[config.mk]
export PLATFORM = sky130hd
export DESIGN_NAME = mem_burst_ctrl_flat
export DESIGN_NICKNAME = d
export VERILOG_FILES = /design/src/rtl/mem_burst_ctrl_if.sv /design/src/rtl/mem_burst_ctrl.sv /design/src/flat_wrapper.sv
export SDC_FILE = /design/constraint.sdc
export NUM_CORES = 1
export LEC_CHECK = 0
export CORE_MARGIN = 8
export CORE_UTILIZATION = 30
export CTS_BUF_LIST = sky130_fd_sc_hd__clkbuf_16
export DETAILED_ROUTE_END_ITERATION = 8
export DONT_BUFFER_PORTS = 1
export PLACE_DENSITY = 0.5
export SLEW_MARGIN = 20
export SYNTH_ARGS = -nofsm -noshare
export SYNTH_HDL_FRONTEND = slang
export SYNTH_SLANG_ARGS = --single-unit
[constraint.sdc]
create_clock -name CLK -period 1.48 [get_ports CLK]
set_input_delay 0.148 -clock CLK [delete_from_list [all_inputs] [get_ports CLK]]
set_output_delay 0.148 -clock CLK [all_outputs]
set_load 0.05 [all_outputs]
[src/rtl/mem_burst_ctrl_if.sv]
`default_nettype none
// ============================================================================
//  Module   : mem_burst_ctrl_if
//  Purpose  : Bundles the request, write-beat, read-beat and memory-side
//             signals of mem_burst_ctrl into one interface.
//  Ports    : REQ_VALID/REQ_READY/REQ_WRITE/REQ_ADDR/REQ_LEN - burst request
//             WR_DATA/WR_VALID/WR_READY                      - write beats
//             RD_DATA/RD_VALID                               - read beats
//             BUSY/DONE                                      - burst status
//             MRD/MWR/ADDR/DATA_OUT/DATA_OE/DATA_IN          - memory side
//  Modports : master - requester plus memory responder (drives the inputs)
//             slave  - the burst controller
//  Revision : 1.0 - initial release
// ============================================================================
interface mem_burst_ctrl_if #(
  parameter int ADDR_W = 5,
  parameter int DATA_W = 16
);
  logic              REQ_VALID;
  logic              REQ_READY;
  logic              REQ_WRITE;
  logic [ADDR_W-1:0] REQ_ADDR;
  logic [ADDR_W:0]   REQ_LEN;
  logic [DATA_W-1:0] WR_DATA;
  logic              WR_VALID;
  logic              WR_READY;
  logic [DATA_W-1:0] RD_DATA;
  logic              RD_VALID;
  logic              BUSY;
  logic              DONE;
  logic              MRD;
  logic              MWR;
  logic [ADDR_W-1:0] ADDR;
  logic [DATA_W-1:0] DATA_OUT;
  logic              DATA_OE;
  logic [DATA_W-1:0] DATA_IN;

  modport master (
    output REQ_VALID, REQ_WRITE, REQ_ADDR, REQ_LEN, WR_DATA, WR_VALID, DATA_IN,
    input  REQ_READY, WR_READY, RD_DATA, RD_VALID, BUSY, DONE,
           MRD, MWR, ADDR, DATA_OUT, DATA_OE
  );

  modport slave (
    input  REQ_VALID, REQ_WRITE, REQ_ADDR, REQ_LEN, WR_DATA, WR_VALID, DATA_IN,
    output REQ_READY, WR_READY, RD_DATA, RD_VALID, BUSY, DONE,
           MRD, MWR, ADDR, DATA_OUT, DATA_OE
  );
endinterface
`default_nettype wire

[src/rtl/mem_burst_ctrl.sv]
`default_nettype none
// ============================================================================
//  Module   : mem_burst_ctrl
//  Purpose  : Burst initiator for a simple synchronous word memory. Accepts a
//             burst request (start address, length 0..32, direction), issues
//             one memory strobe per beat with wrapping addresses, and returns
//             read data two cycles after each read strobe.
//  Ports    : CLK   - clock, all logic on posedge
//             RST_N - asynchronous active-low reset
//             bus   - mem_burst_ctrl_if.slave (request, beat and memory signals)
//  Revision : 1.0 - initial release
// ============================================================================
module mem_burst_ctrl #(
  parameter int ADDR_W = 5,
  parameter int DATA_W = 16
) (
  input wire             CLK,
  input wire             RST_N,
  mem_burst_ctrl_if.slave bus
);

  typedef enum logic [2:0] {
    IDLE   = 3'd0,
    WRITE  = 3'd1,
    WFLUSH = 3'd2,
    READ   = 3'd3,
    RDRAIN = 3'd4
  } state_t;

  localparam logic [ADDR_W-1:0] c_addr_one = {{(ADDR_W-1){1'b0}}, 1'b1};
  localparam logic [ADDR_W:0]   c_cnt_one  = {{ADDR_W{1'b0}}, 1'b1};
  localparam logic [ADDR_W:0]   c_cnt_zero = '0;

  state_t            state_q,    state_d;
  logic [ADDR_W-1:0] cur_addr_q, cur_addr_d;
  logic [ADDR_W:0]   cnt_q,      cnt_d;
  logic              mrd_q,      mrd_d;
  logic              mwr_q,      mwr_d;
  logic              data_oe_q,  data_oe_d;
  logic [ADDR_W-1:0] addr_q,     addr_d;
  logic [DATA_W-1:0] data_out_q, data_out_d;
  logic              rd_pipe_q,  rd_pipe_d;
  logic              rd_valid_q, rd_valid_d;
  logic [DATA_W-1:0] rd_data_q,  rd_data_d;
  logic              done_q,     done_d;
  logic              busy_q,     busy_d;
  logic              req_ready_q, req_ready_d;
  logic              wr_ready_q,  wr_ready_d;

  always_ff @(posedge CLK or negedge RST_N) begin
    if (!RST_N) begin
      state_q     <= IDLE;
      cur_addr_q  <= '0;
      cnt_q       <= '0;
      mrd_q       <= 1'b0;
      mwr_q       <= 1'b0;
      data_oe_q   <= 1'b0;
      addr_q      <= '0;
      data_out_q  <= '0;
      rd_pipe_q   <= 1'b0;
      rd_valid_q  <= 1'b0;
      rd_data_q   <= '0;
      done_q      <= 1'b0;
      busy_q      <= 1'b0;
      req_ready_q <= 1'b0;
      wr_ready_q  <= 1'b0;
    end else begin
      state_q     <= state_d;
      cur_addr_q  <= cur_addr_d;
      cnt_q       <= cnt_d;
      mrd_q       <= mrd_d;
      mwr_q       <= mwr_d;
      data_oe_q   <= data_oe_d;
      addr_q      <= addr_d;
      data_out_q  <= data_out_d;
      rd_pipe_q   <= rd_pipe_d;
      rd_valid_q  <= rd_valid_d;
      rd_data_q   <= rd_data_d;
      done_q      <= done_d;
      busy_q      <= busy_d;
      req_ready_q <= req_ready_d;
      wr_ready_q  <= wr_ready_d;
    end
  end

  always_comb begin
    state_d    = state_q;
    cur_addr_d = cur_addr_q;
    cnt_d      = cnt_q;
    mrd_d      = 1'b0;
    mwr_d      = 1'b0;
    data_oe_d  = 1'b0;
    addr_d     = addr_q;
    data_out_d = data_out_q;
    done_d     = 1'b0;

    // Read return path: the responder loads DATA_IN at the edge closing an
    // MRD cycle, so the data is on DATA_IN one cycle after MRD and is
    // registered into RD_DATA for presentation two cycles after MRD.
    rd_pipe_d  = mrd_q;
    rd_valid_d = rd_pipe_q;
    rd_data_d  = rd_pipe_q ? bus.DATA_IN : rd_data_q;

    case (state_q)
      IDLE: begin
        if (bus.REQ_VALID && req_ready_q) begin
          cur_addr_d = bus.REQ_ADDR;
          cnt_d      = bus.REQ_LEN;
          if (bus.REQ_LEN == c_cnt_zero) begin
            done_d = 1'b1;
          end else if (bus.REQ_WRITE) begin
            state_d = WRITE;
          end else begin
            state_d = READ;
          end
        end
      end

      WRITE: begin
        if (bus.WR_VALID && wr_ready_q) begin
          mwr_d      = 1'b1;
          data_oe_d  = 1'b1;
          addr_d     = cur_addr_q;
          data_out_d = bus.WR_DATA;
          cur_addr_d = cur_addr_q + c_addr_one;
          cnt_d      = cnt_q - c_cnt_one;
          if (cnt_q == c_cnt_one) begin
            state_d = WFLUSH;
          end
        end
      end

      // The final MWR is on the bus during this state; completion follows.
      WFLUSH: begin
        done_d  = 1'b1;
        state_d = IDLE;
      end

      READ: begin
        mrd_d      = 1'b1;
        addr_d     = cur_addr_q;
        cur_addr_d = cur_addr_q + c_addr_one;
        cnt_d      = cnt_q - c_cnt_one;
        if (cnt_q == c_cnt_one) begin
          state_d = RDRAIN;
        end
      end

      // The last beat sits in the first pipe stage once no strobe is left
      // behind it; it becomes RD_VALID together with DONE.
      RDRAIN: begin
        if (rd_pipe_q && !mrd_q) begin
          done_d  = 1'b1;
          state_d = IDLE;
        end
      end

      default: begin
        state_d = IDLE;
      end
    endcase

    // BUSY covers the completion cycle of a real burst; a zero-length
    // request completes without ever leaving IDLE and never raises BUSY.
    busy_d      = (state_d != IDLE) || (done_d && (state_q != IDLE));
    // Ready is held low during the DONE cycle so a waiting request is taken
    // no earlier than the cycle after completion.
    req_ready_d = (state_d == IDLE) && !done_d;
    wr_ready_d  = (state_d == WRITE);
  end

  assign bus.REQ_READY = req_ready_q;
  assign bus.WR_READY  = wr_ready_q;
  assign bus.RD_DATA   = rd_data_q;
  assign bus.RD_VALID  = rd_valid_q;
  assign bus.BUSY      = busy_q;
  assign bus.DONE      = done_q;
  assign bus.MRD       = mrd_q;
  assign bus.MWR       = mwr_q;
  assign bus.ADDR      = addr_q;
  assign bus.DATA_OUT  = data_out_q;
  assign bus.DATA_OE   = data_oe_q;

endmodule
`default_nettype wire

[src/flat_wrapper.sv]
// flat-port wrapper written by rule: the top's interface ports become plain ports
module mem_burst_ctrl_flat 
#(
  parameter int ADDR_W = 5,
  parameter int DATA_W = 16
)
  (CLK, RST_N, bus_REQ_VALID, bus_REQ_WRITE, bus_REQ_ADDR, bus_REQ_LEN, bus_WR_DATA, bus_WR_VALID, bus_DATA_IN, bus_REQ_READY, bus_WR_READY, bus_RD_DATA, bus_RD_VALID, bus_BUSY, bus_DONE, bus_MRD, bus_MWR, bus_ADDR, bus_DATA_OUT, bus_DATA_OE);
  mem_burst_ctrl_if #(.ADDR_W(ADDR_W), .DATA_W(DATA_W)) bus_i ();
  input wire CLK;
  input wire RST_N;
  input wire logic [$bits(bus_i.REQ_VALID)-1:0] bus_REQ_VALID;
  input wire logic [$bits(bus_i.REQ_WRITE)-1:0] bus_REQ_WRITE;
  input wire logic [$bits(bus_i.REQ_ADDR)-1:0] bus_REQ_ADDR;
  input wire logic [$bits(bus_i.REQ_LEN)-1:0] bus_REQ_LEN;
  input wire logic [$bits(bus_i.WR_DATA)-1:0] bus_WR_DATA;
  input wire logic [$bits(bus_i.WR_VALID)-1:0] bus_WR_VALID;
  input wire logic [$bits(bus_i.DATA_IN)-1:0] bus_DATA_IN;
  output wire logic [$bits(bus_i.REQ_READY)-1:0] bus_REQ_READY;
  output wire logic [$bits(bus_i.WR_READY)-1:0] bus_WR_READY;
  output wire logic [$bits(bus_i.RD_DATA)-1:0] bus_RD_DATA;
  output wire logic [$bits(bus_i.RD_VALID)-1:0] bus_RD_VALID;
  output wire logic [$bits(bus_i.BUSY)-1:0] bus_BUSY;
  output wire logic [$bits(bus_i.DONE)-1:0] bus_DONE;
  output wire logic [$bits(bus_i.MRD)-1:0] bus_MRD;
  output wire logic [$bits(bus_i.MWR)-1:0] bus_MWR;
  output wire logic [$bits(bus_i.ADDR)-1:0] bus_ADDR;
  output wire logic [$bits(bus_i.DATA_OUT)-1:0] bus_DATA_OUT;
  output wire logic [$bits(bus_i.DATA_OE)-1:0] bus_DATA_OE;
  assign bus_i.REQ_VALID = bus_REQ_VALID;
  assign bus_i.REQ_WRITE = bus_REQ_WRITE;
  assign bus_i.REQ_ADDR = bus_REQ_ADDR;
  assign bus_i.REQ_LEN = bus_REQ_LEN;
  assign bus_i.WR_DATA = bus_WR_DATA;
  assign bus_i.WR_VALID = bus_WR_VALID;
  assign bus_i.DATA_IN = bus_DATA_IN;
  assign bus_REQ_READY = bus_i.REQ_READY;
  assign bus_WR_READY = bus_i.WR_READY;
  assign bus_RD_DATA = bus_i.RD_DATA;
  assign bus_RD_VALID = bus_i.RD_VALID;
  assign bus_BUSY = bus_i.BUSY;
  assign bus_DONE = bus_i.DONE;
  assign bus_MRD = bus_i.MRD;
  assign bus_MWR = bus_i.MWR;
  assign bus_ADDR = bus_i.ADDR;
  assign bus_DATA_OUT = bus_i.DATA_OUT;
  assign bus_DATA_OE = bus_i.DATA_OE;
  mem_burst_ctrl #(.ADDR_W(ADDR_W), .DATA_W(DATA_W)) u_core (.CLK(CLK), .RST_N(RST_N), .bus(bus_i));
endmodule
## Word-level counts from Yosys, hierarchy flattened

Index checks and enable logic that the tools add are counted.

| storage, ports and cells | value |
|---|---|
| bits in registers | 59 |
| input bits | 48 |
| output and inout bits | 45 |
| word-level logic and storage cells | 65 |

| operators by class | value |
|---|---|
| $add $sub $neg | 2 |
| eq/ne operators | 8 |
| mux-type cells | 23 |
| reductions and logical operators | 18 |

Operators with widths:

| cell | count |
|---|---|
| $mux 3 | 6 |
| $pmux 6 s3 | 1 |
| $mux 5 | 3 |
| $pmux 5 s3 | 1 |
| $mux 6 | 2 |
| $pmux 3 s4 | 1 |
| $pmux 5 s2 | 1 |
| $reduce_bool 3->1 | 3 |
| $eq 3x1->1 const B | 2 |
| $eq 3x2->1 const B | 2 |
| $eq 6x1->1 const B | 1 |
| $logic_not 3->1 | 2 |
| $logic_not 6->1 | 1 |
| $mux 1 | 6 |
| $sub 6x1->6 const B | 1 |
| $add 5x1->5 const B | 1 |
| $logic_and 1x1->1 | 5 |
| $ne 2x1->1 const B | 2 |
| $reduce_and 2->1 | 2 |
| $eq 3x3->1 const B | 1 |
| $pmux 1 s3 | 1 |
| $reduce_and 3->1 | 1 |
| $logic_not 1->1 | 2 |
| $mux 2 | 1 |
| 2 further kinds | 2 |

## Depth between registers and ports, before layout

| depth | value |
|---|---|
| depth after elaboration | 6 |
| depth in mapped cells | 7 |

## Least setup slack after synthesis

No wires, ideal clock.

| timing path | value |
|---|---|
| kind | reg-to-reg |
| start | register u_core.wr_ready_q (netlist: u_core.bus.WR_READY) |
| end | register u_core.data_out_q[10] (netlist: u_core.bus.DATA_OUT[10]) |
| arrival time | 1.636 ns |
| data required time | 1.355 ns |
| path slack | -0.281 ns |
| stages on the path, launching flop included | 5 |
| path buffers | 1 |
| clock period less this slack | 1.761 ns |
| cells stage by stage | dfrtp_1 nand2_1 nor3_4 buf_8 mux2_4 |

| between the ends | value |
|---|---|
| word-level cells in the longest chain between the ends | 2 |

RTL lines:

| what | RTL line | source |
|---|---|---|
| from (decl) | mem_burst_ctrl.sv:48 | `logic wr_ready_q, wr_ready_d;` |
| from (signal assigned) | mem_burst_ctrl.sv:82 | `wr_ready_q <= wr_ready_d;` |
| $logic_and 1x1->1 | mem_burst_ctrl.sv:120 | `if (bus.WR_VALID && wr_ready_q) begin` |
| $reduce_and 2->1 (no line) | - |  |
| to (signal assigned) | mem_burst_ctrl.sv:75 | `data_out_q <= data_out_d;` |
| to (decl) | mem_burst_ctrl.sv:41 | `logic [DATA_W-1:0] data_out_q, data_out_d;` |

No other way between the ends.
A chain may end at the register's enable or synchronous reset.

## Worst setup path after layout

| timing path | value |
|---|---|
| start | register u_core.state_q[0] |
| end | register u_core.cnt_q[5] |

| between the ends | value |
|---|---|
| word-level cells in the longest chain between the ends | 3 |

RTL lines:

| what | RTL line | source |
|---|---|---|
| from (decl) | mem_burst_ctrl.sv:34 | `state_t state_q, state_d;` |
| from (signal assigned) | mem_burst_ctrl.sv:68 | `state_q <= state_d;` |
| $eq 3x1->1 (tied with other cells) | mem_burst_ctrl.sv:104 | `case (state_q)` |
| $ne 2x1->1 (no line) or $reduce_bool 3->1 (tied branches) | - |  |
| $reduce_and 3->1 (no line) | - |  |
| to (signal assigned) | mem_burst_ctrl.sv:70 | `cnt_q <= cnt_d;` |
| to (decl) | mem_burst_ctrl.sv:36 | `logic [ADDR_W:0] cnt_q, cnt_d;` |

Several ways; a longest one is shown, not always the timed one.

==> summary.md <==
| Metric | Value |
|---|---|
| CP Max Fanout | 6 |
| Post-layout min period | 1.48 ns |
| Slew HR | 67.0% |
| FILL cells | 803 |
| CTS H-tree depth | 3 |
| Violated checks | hold timing, setup timing |
| CP Launch Type | flip-flop |
| Routed WL | 6.78 mm |
| Most frequent cells in the layout | 57 x buf_4, 56 x dfrtp_1, 35 x dlygate4sd3_1, 26 x mux2_2 |
| Placeable Area | 8590 um2 |
| Initial Util | 30.6% |
| Total power | 11.0 mW |
| Post-synth top area cell | dfrtp_1 |
| RSZ-0062 raised after global routing | yes |
| Multi-input gate area | 1130 um2 |
| FF-to-FF Start | u_core.state_q[0] |
| Synth Net Count | 255 |
| Syn Area/Cell | 12.9 um2 |
| CP Capture Type | flip-flop |
| I/O Pins | 93 |
| Slew Limit Fails | 0 |
| Crit path DAT | 1.72 ns |
| Chip height | 110 um |
| Clock Pin Slew Worst Setup and Hold Paths | 0.05 ns |
| Most common cell after layout, fill and taps aside | buf_4 |
| Pin count of the biggest net entering global routing | 60 |
| Vias | 1951 |
| R2r worst-path depth | 4 |
| Area of the mapped netlist | 2630 um2 |
| Status | finished with violations |
| Gate Count Post-Synth | 204 |
| Layout area overhead | 48.4% |
| DR iter-0 viols | 77 |
| Sequential share of the synthesized area | 56.2% |
| Worst Hold Margin | -0.487 ns |
| Root Driver | clkbuf_16 |
| Worst hold path class | primary input to asynchronous set/reset pin |
| Reg2reg setup slack | -0.004 ns |
| Req. time, crit path | 1.72 ns |
| Netlist cell types | 44 |
| Post-route ant nets | 0 |
| Seq cells post-synth | 59 |
| Final nets | 354 |
| DP HPWL | 4.44 mm |
| Global route total overflow | 0 |
| Setup TNS | -0.00473 ns |
| Max cap viols | 0 |
| # setup viols final | 2 |
| IO buf count | 0 |
| Syn. warnings | 0 |
| Final Skew | 0.00527 ns |
| Crit path cell chain | or2_4, o32a_4, buf_4, o2bb2ai_2 |
| Leakage power | 1.72 nW |
| Slowest cell on the critical path | dfrtp_1 |
| CTS tree | yes |
| Sink Count | 59 |
| Via/cell ratio | 4.70 |
| # diodes | 0 |
| Residual DRC count | 0 |
| Pre-antenna DRT Iters | 4 |
| FP Rows | 34 |
| CTS Hold Bufs | 35 |
| Tcrit/Tclk final | 100% |
| CP Class | flip-flop to flip-flop |
| Max IR drop VDD | 1.07 mV |
| Register area | 1480 um2 |
| Clock buffer depth | 2 |
| Final WS setup | -0.00446 ns |
| Die Width | 110 um |
| Die area | 12000 um2 |
| Vias in the first global route | 1992 |
| Initial antenna violation count | 0 |
| Placer Congestion | 0.743 |
| Inserted Clock Buffers | 9 |
| Top-area cell type share of the netlist area | 56.2% |
| Fmax | 674 MHz |
| PwrDens | 2830 nW/um2 |
| RR Endpoint | u_core.cnt_q[5] |
| Routed len/inst | 16.3 um |
| Share of layout cells above drive strength 1 | 43.6% |
| Crit path largest cell delay | 0.41 ns |
| Final Hold Fails | 59 |
| Top post-synthesis cells by area | dfrtp_1 56%, mux2_2 12%, mux2_4 5.1% |
| GRT Resource Usage Total | 11.2% |
| First-pass GRT wire length | 10.3 mm |
| Clk_lat worst skew | 0.32 ns |
| Worst Max-Slew Pin Slew | 0.495 ns |
## layout make-up
cell class,count,area share (%)
Timing Repair Buffer,97,21.9
Clock inverter,6,1.48
Clock buffer,9,5.78
Sequential cell,59,38.0
Tap cell,108,3.47
Multi-Input combinational cell,130,28.9
Inverter,6,0.578
## synthesized netlist by cell type (all sizes together)
library cell and n:
dfrtp 59, nor2b 3, o32a 1, o32ai 1, or2 1, ha 3
o211ai 1, and3b 1, a21o 1, nand3 4, and3 2, o2bb2ai 1
nor3b 1, buf 9, o21bai 1, xnor2 1, mux2 37, nand2 8
clkbuf 1, nand2b 3, o22a 1, nor3 6, nor2 13, nand4 1
a21oi 9, a211oi 2, mux2i 1, and2 4, a22oi 2, o21ai 15
a31oi 3, a32oi 1, nor4 1, inv 6
## through the flow
| stage | area (um2) | instances | worst slack, ns | util (%) |
|---|---|---|---|---|
| after global routing | 3900 | 415 | -0.0653 | 45.4 |
| after detailed placement | 3170 | 362 | -0.0323 | 36.9 |
| after CTS | 3820 | 413 | 0.000141 | 44.5 |
| after floorplan | 2640 | 204 | -0.118 | - |
| final | 3900 | 415 | -0.00446 | 45.4 |
| after global placement | 3170 | 362 | -0.00642 | 36.9 |
## critical path, delay by kind of cell, from the launching register on
kind | cells | cell delay (ns)
AND/OR/NAND/NOR | 1 | 0.29
AO/OA/AOI/OAI | 2 | 0.54
buffers and inverters | 1 | 0.16
flip-flops | 1 | 0.41
## where the power goes
group / internal (mW) / leakage, nW / switching [mW] / total, mW
Clock: 1.28 / 0.132 / 0.706 / 1.98
Sequential: 2.41 / 0.703 / 0.577 / 2.99
Combinational: 2.43 / 0.880 / 3.62 / 6.05
## logic make-up (layout without fill, tap and decap cells)
group | count (synthesis) | after routing | share of synthesized area, %
mux | 38 | 38 | 17.5
xor+xnor | 1 | 1 | 0.333
simple gates | 48 | 48 | 10.2
compound gates | 39 | 40 | 10.3
flops | 59 | 59 | 56.2
buf+inv | 16 | 118 | 4.00
fa+ha+maj | 3 | 3 | 1.43
## worst max path at each step
stage / startpoint / to / slack [ns] / cells past startpoint
after floorplan: u_core.state_q[2] / u_core.bus.DATA_OUT[10] / -0.12 / 5
after global placement: u_core.state_q[0] / u_core.cnt_q[0] / -0.006 / 4
after detailed placement: u_core.state_q[0] / u_core.cnt_q[0] / -0.03 / 4
after CTS: u_core.state_q[1] / u_core.cnt_q[1] / 0.0001 / 6
after global routing: u_core.state_q[0] / u_core.cnt_q[5] / -0.07 / 4
final: u_core.state_q[0] / u_core.cnt_q[5] / -0.004 / 4
## state kept, by name, summed over array words and instances, names as in the netlist
register,flops
u_core.cnt_q,6
u_core.bus.DATA_OE,1
u_core.bus.WR_READY,1
u_core.rd_pipe_q,1
u_core.bus.DATA_OUT,16
u_core.cur_addr_q,5
u_core.bus.DONE,1
u_core.bus.BUSY,1
u_core.bus.RD_VALID,1
u_core.bus.MRD,1
u_core.bus.ADDR,5
u_core.bus.REQ_READY,1
u_core.state_q,3
u_core.bus.RD_DATA,16
## what timing repair did
item | 4_1_cts | 5_1_grt
pin swaps | 3 | 2
setup endpoints to repair | 2 | 25
hold endpoints to repair | 94 | 59
cloned | 1 | 0
resized for setup | 3 | 16
buffers inserted | 0 | 2
## layer usage
metal  up-vias  share of wire [%]  track usage, %
met5         -                  0               0
met4         0                1.6            5.50
met3         9                 12            5.33
met2        77                 42            15.7
met1       939                 45            14.2
li1        926                  -               -
(Power assumes the default switching activity.)
